===== config.mk =====
export PLATFORM = sky130hd
export DESIGN_NAME = mac_rr_arbiter_flat
export DESIGN_NICKNAME = d
export VERILOG_FILES = /design/src/rtl/mac_rr_arbiter_if.sv /design/src/rtl/mac_rr_arbiter.sv /design/src/flat_wrapper.sv
export SDC_FILE = /design/constraint.sdc
export NUM_CORES = 1
export LEC_CHECK = 0
export ABC_AREA = 1
export BUFFER_PORTS_ARGS = -buffer_cell sky130_fd_sc_hd__clkbuf_2
export CORE_ASPECT_RATIO = 1.4
export CORE_MARGIN = 2
export CORE_UTILIZATION = 50
export CTS_BUF_LIST = sky130_fd_sc_hd__clkbuf_2 sky130_fd_sc_hd__clkbuf_4 sky130_fd_sc_hd__clkbuf_8
export CTS_CLUSTER_SIZE = 20
export DETAILED_ROUTE_END_ITERATION = 6
export PLACE_DENSITY_LB_ADDON = 0.05
export SYNTH_ARGS = -nofsm -noshare
export SYNTH_HDL_FRONTEND = slang
export SYNTH_SLANG_ARGS = --single-unit

===== constraint.sdc =====
create_clock -name i_clk -period 11.3 [get_ports i_clk]
set_input_delay 1.695 -clock i_clk [delete_from_list [all_inputs] [get_ports i_clk]]
set_output_delay 1.695 -clock i_clk [all_outputs]
set_load 0.1 [all_outputs]

===== src/rtl/mac_rr_arbiter_if.sv =====
// Request/result bundle between NREQ producers and the shared multiply-add arbiter.
// Operands are packed per requester: requester i occupies bits [i*W +: W].
interface mac_rr_arbiter_if #(
  parameter int unsigned W    = 8,
  parameter int unsigned NREQ = 4,
  parameter int unsigned IDW  = (NREQ > 1) ? $clog2(NREQ) : 1
);
  logic [NREQ-1:0]   req_valid;
  logic [NREQ*W-1:0] req_a;
  logic [NREQ*W-1:0] req_b;
  logic [NREQ*W-1:0] req_c;
  logic [NREQ-1:0]   req_ready;
  logic              res_valid;
  logic [2*W-1:0]    res_data;
  logic [IDW-1:0]    res_id;

  modport master (
    output req_valid, req_a, req_b, req_c,
    input  req_ready, res_valid, res_data, res_id
  );

  modport slave (
    input  req_valid, req_a, req_b, req_c,
    output req_ready, res_valid, res_data, res_id
  );
endinterface


===== src/rtl/mac_rr_arbiter.sv =====
// Round-robin arbiter feeding a 3-stage unsigned a*b+c pipeline; results carry the
// originating requester id and leave in acceptance order at a fixed latency.
module mac_rr_arbiter #(
  parameter int unsigned par  = 7,
  parameter int unsigned NREQ = 4
) (
  input logic             i_clk,
  input logic             i_reset,
  input logic             i_en,
  mac_rr_arbiter_if.slave io_bus
);
  localparam int unsigned W   = par + 1;
  localparam int unsigned RW  = 2 * W;
  localparam int unsigned IDW = (NREQ > 1) ? $clog2(NREQ) : 1;

  logic [IDW-1:0]  r_last_grant;
  logic [NREQ-1:0] w_ready;
  logic [IDW-1:0]  w_grant_idx;
  logic            w_grant_vld;
  logic [W-1:0]    w_a, w_b, w_c;

  logic [W-1:0]    r_a1, r_b1, r_c1;
  logic [IDW-1:0]  r_id1, r_id2, r_id3;
  logic            r_v1, r_v2, r_v3;
  logic [RW-1:0]   r_p2, r_s3;
  logic [W-1:0]    r_c2;

  // Search starts one past the last grant so every waiting requester is served
  // within NREQ-1 grants of others.
  always_comb begin
    logic [IDW-1:0] v_idx;
    w_ready     = '0;
    w_grant_idx = '0;
    w_grant_vld = 1'b0;
    v_idx       = '0;
    if (i_en && !i_reset) begin
      for (int unsigned k = 1; k <= NREQ; k++) begin
        v_idx = IDW'((int'(r_last_grant) + k) % NREQ);
        if (!w_grant_vld && io_bus.req_valid[v_idx]) begin
          w_grant_vld = 1'b1;
          w_grant_idx = v_idx;
        end
      end
      if (w_grant_vld) w_ready[w_grant_idx] = 1'b1;
    end
  end

  assign w_a = io_bus.req_a[int'(w_grant_idx) * W +: W];
  assign w_b = io_bus.req_b[int'(w_grant_idx) * W +: W];
  assign w_c = io_bus.req_c[int'(w_grant_idx) * W +: W];

  always_ff @(posedge i_clk) begin
    if (i_reset) begin
      r_last_grant <= IDW'(NREQ - 1);
      r_a1  <= '0;
      r_b1  <= '0;
      r_c1  <= '0;
      r_id1 <= '0;
      r_v1  <= 1'b0;
      r_p2  <= '0;
      r_c2  <= '0;
      r_id2 <= '0;
      r_v2  <= 1'b0;
      r_s3  <= '0;
      r_id3 <= '0;
      r_v3  <= 1'b0;
    end else if (i_en) begin
      if (w_grant_vld) r_last_grant <= w_grant_idx;
      r_a1  <= w_a;
      r_b1  <= w_b;
      r_c1  <= w_c;
      r_id1 <= w_grant_idx;
      r_v1  <= w_grant_vld;
      r_p2  <= RW'(r_a1) * RW'(r_b1);
      r_c2  <= r_c1;
      r_id2 <= r_id1;
      r_v2  <= r_v1;
      r_s3  <= r_p2 + RW'(r_c2);
      r_id3 <= r_id2;
      r_v3  <= r_v2;
    end
  end

  // Gating with en reports each result exactly once, in the cycle it leaves S3.
  assign io_bus.req_ready = w_ready;
  assign io_bus.res_valid = r_v3 & i_en & ~i_reset;
  assign io_bus.res_data  = i_reset ? '0 : r_s3;
  assign io_bus.res_id    = i_reset ? '0 : r_id3;
endmodule


===== src/flat_wrapper.sv =====
// flat-port wrapper written by rule: the top's interface ports become plain ports
module mac_rr_arbiter_flat 
#(
  parameter int unsigned par  = 7,
  parameter int unsigned NREQ = 4
)
  (i_clk, i_reset, i_en, io_bus_req_valid, io_bus_req_a, io_bus_req_b, io_bus_req_c, io_bus_req_ready, io_bus_res_valid, io_bus_res_data, io_bus_res_id);
  mac_rr_arbiter_if #(.W(((7) + 1)), .NREQ(NREQ)) io_bus_i ();
  input logic i_clk;
  input logic i_reset;
  input logic i_en;
  input wire logic [$bits(io_bus_i.req_valid)-1:0] io_bus_req_valid;
  input wire logic [$bits(io_bus_i.req_a)-1:0] io_bus_req_a;
  input wire logic [$bits(io_bus_i.req_b)-1:0] io_bus_req_b;
  input wire logic [$bits(io_bus_i.req_c)-1:0] io_bus_req_c;
  output wire logic [$bits(io_bus_i.req_ready)-1:0] io_bus_req_ready;
  output wire logic [$bits(io_bus_i.res_valid)-1:0] io_bus_res_valid;
  output wire logic [$bits(io_bus_i.res_data)-1:0] io_bus_res_data;
  output wire logic [$bits(io_bus_i.res_id)-1:0] io_bus_res_id;
  assign io_bus_i.req_valid = io_bus_req_valid;
  assign io_bus_i.req_a = io_bus_req_a;
  assign io_bus_i.req_b = io_bus_req_b;
  assign io_bus_i.req_c = io_bus_req_c;
  assign io_bus_req_ready = io_bus_i.req_ready;
  assign io_bus_res_valid = io_bus_i.res_valid;
  assign io_bus_res_data = io_bus_i.res_data;
  assign io_bus_res_id = io_bus_i.res_id;
  mac_rr_arbiter #(.par(par), .NREQ(NREQ)) u_core (.i_clk(i_clk), .i_reset(i_reset), .i_en(i_en), .io_bus(io_bus_i));
endmodule

==> impl_metrics.toml <==
[outcome]
status = "finished clean"

[logic_synthesis]
synth_xor_area_share_pct = 1.53
ys_seq_area_share_pct = 21.9
synth_cell_types = 38
synth-main-ff-cell = "dfxtp_1"
yosysTopAreaCellShare_pct = 21.9
synth_edf_count = 0
synthTopCellsByArea = "dfxtp_1, inv_1, nand2_1"
synth_top_family_by_area = "simple AND/OR/NAND/NOR gates"
syn-num-nets = 1275
synth_top_area_cell = "dfxtp_1"
synth-compound-area-share_pct = 8.97
synth-seq-cells = 75
synthMuxAreaShare_pct = 0
yosysWarnings = 0
synth-simple-area-share_pct = 29.4
netlist_area_mm2 = 0.00686
syn_area_per_cell_um2 = 6.29
synth_adder_area_share_pct = 18.8
async_flop_share_pct = 0
syn_inst = 1091

[worst_setup_path]
r2r_setup_slack_ns = 6.91
cpPeakStageDelay_ns = 0.77
r2r_cells = 16
worst-setup-path-type = "in2out"
end_kind = "output port"
startpoint = "i_en"
path_cells = "clkbuf_2, buf_4, clkinv_1, nor2_4, buf_4, nand3_4, nor2_1, clkbuf_2"
setup.worst_path.start_class = "input port"
r2r-end = "u_core.r_p2[13]$_SDFFE_PP0P_"
crit_cells = 8
crit_path_max_fanout = 54
crit_buf_inv = 5
cp-endpoint = "io_bus_req_ready[2]"
worst_ep_arrival_time_ns = 5.20
reg2reg_from = "u_core.r_b1[6]$_SDFFE_PP0P_"
cpLargestDelayFamily = "buffers and inverters"
required_ns = 9.61
cpMaxStageDelayCell = "clkinv_1"

[timing]
setup_violations = 0
finalClockSkew_ns = 0.00843
finalSetupTns_ns = 0
timing.fmax_ghz = 0.145
slew_headroom_pct = 49.5
min_period_ns = 6.89
finalCritPeriodShare_pct = 61.0
slew_viol_final = 0
rsz0062_at_grt = "false"
tightest_slew_ns = 0.753
finalHoldViolCount = 0

[pwr]
leakagePower_nw = 4.80
ir_drop_mv = 0.127
power_density_mw_per_mm2 = 122

[layout]
drive_gt1_share_pct = 14.0
final_cell_mix = "inv_1, nand2_1, clkbuf_2"
nFillCells = 1441
final_util_pct = 57.5
final_common_cell = "inv_1"
diodes = 0
nets = 1363
area_growth_pct = 12.2
layout.cells.non_filler = 1366
ff_latch_area_mm2 = 0.00150
multiInputGateArea_mm2 = 0.00404

[flow_run]
cap_viol_max_count = 0

[route]
vias_per_cell = 4.68
drtAntennaViolNets = 0
drc_errors = 0
wl_per_cell_um = 11.9
vias = 6399
wirelength_um = 16300
first_pass_iters = 4
drt_iter0_drc = 259

[floorplanning]
die_w_um = 103
core_area_mm2 = 0.0134
fp-row-count = 50
fp.dieH_um = 143
initial_core_util_pct = 51.2
ios = 126
die_area_mm2 = 0.0147

[clock_tree]
cts_tree = "built"
h-tree-depth = 3
post_cts_buffers = 0
clk_latency_ns = 0.37
clock_path_buffers = 2
clk_pin_slew_worst_paths_ns = 0.09
clockRootBuffer = "clkbuf_8"
cts_sinks = 75
cts_hold_buf = 0
numCtsBuffers = 9
post_cts_resized = 0

[placement]
port_buffers = 125
dpl.cell_count = 1350
gp_congestion = 0.856
dp_hpwl_um = 12700

[grt]
grt-ovfl-total = 0
grt_max_degree = 55
grt_pass1_vias = 6343
grt_pass1_wl_um = 28000
antenna_found_initial = 0
track_usage_pct = 23.8

[hold_path]
worstHoldPathType = "reg2reg"
-- stage by stage --
| step | setup WS [ns] | hold WS [ns] | instance area [µm²] | total power [W] |
|---|---|---|---|---|
| after floorplan | 4.82 | 0.426 | 6860 | 0.000661 |
| after global placement | 4.40 | 0.443 | 7500 | 0.000735 |
| after detailed placement | 4.37 | 0.447 | 7500 | 0.000738 |
| after CTS | 4.38 | 0.460 | 7700 | 0.000953 |
| after global routing | 4.07 | 0.500 | 7700 | 0.00103 |
| final | 4.41 | 0.457 | 7700 | 0.000940 |
-- flip-flops by register name (all words and copies together), names as in the netlist --
signal,cells
u_core.r_a1,8
u_core.r_b1,8
u_core.r_c1,8
u_core.r_c2,8
u_core.r_id1,2
u_core.r_id2,2
u_core.r_id3,2
u_core.r_last_grant,2
u_core.r_p2,16
u_core.r_s3,16
u_core.r_v1,1
u_core.r_v2,1
u_core.r_v3,1
-- layout make-up --
cell class,instances,area share (%)
multi-input cells,678,52.4
flip-flops and latches,75,19.5
clock inverters,7,0.992
clock buffers,9,1.61
inverters,285,13.9
well taps,182,2.96
repair buffers,130,8.62
-- synthesized netlist by cell type, drive strengths merged (6+ instances only) --
cell,count
clkbuf,32
a21oi,37
dfxtp,75
o21ai,39
nor2,124
fa,37
nand2,247
xnor2,6
nand4,8
ha,44
inv,283
buf,21
xor2,6
nand3,94
o22ai,16
-- layer usage --
| metal | wire [µm] | global-route usage, % | up-vias |
|---|---|---|---|
| li1 | - | - | 3427 |
| met1 | 6770 | 27.9 | 2810 |
| met2 | 8560 | 43.7 | 133 |
| met5 | 0 | 0 | - |
| met3 | 547 | 2.01 | 29 |
| met4 | 385 | 9.63 | 0 |
-- logic make-up (layout without fill, tap and decap cells) --
family | Yosys count | after routing
flip-flops | 75 | 75
AO/OA/AOI/OAI | 108 | 108
buffers and inverters | 338 | 431
XOR/XNOR | 12 | 12
adder cells (fa/ha/maj) | 81 | 81
AND/OR/NAND/NOR | 477 | 477
-- power by group --
part           switching (W)  internal [W]  total, W
sequential         0.0000315      0.000290  0.000322
combinational       0.000272      0.000134  0.000405
clock               0.000124     0.0000882  0.000212
total               0.000427      0.000512  0.000940
-- worst register-to-register path, stage by stage, from the launching register on --
cell and delay, ns:
dfxtp_1 0.59, nand2_1 0.10, inv_1 0.09, fa_1 0.45, fa_1 0.53, fa_1 0.55
inv_1 0.06, fa_1 0.53, inv_1 0.04, ha_1 0.34, nand2_1 0.09, o21ai_0 0.26
a31oi_1 0.11, o21bai_1 0.25, a21oi_1 0.09, o21ai_0 0.09, o21ai_0 0.09
-- worst min-delay path by stage --
stage / start / depth (start not counted) / end
after floorplan: u_core.r_s3[15]$_SDFFE_PP0P_ / 2 / u_core.r_s3[15]$_SDFFE_PP0P_
after global placement: u_core.r_s3[15]$_SDFFE_PP0P_ / 2 / u_core.r_s3[15]$_SDFFE_PP0P_
after detailed placement: u_core.r_s3[15]$_SDFFE_PP0P_ / 2 / u_core.r_s3[15]$_SDFFE_PP0P_
after CTS: u_core.r_s3[15]$_SDFFE_PP0P_ / 2 / u_core.r_s3[15]$_SDFFE_PP0P_
after global routing: u_core.r_c2[6]$_SDFFE_PP0P_ / 2 / u_core.r_c2[6]$_SDFFE_PP0P_
final: u_core.r_s3[15]$_SDFFE_PP0P_ / 2 / u_core.r_s3[15]$_SDFFE_PP0P_
No activity file was read; power rests on OpenSTA's default activity.
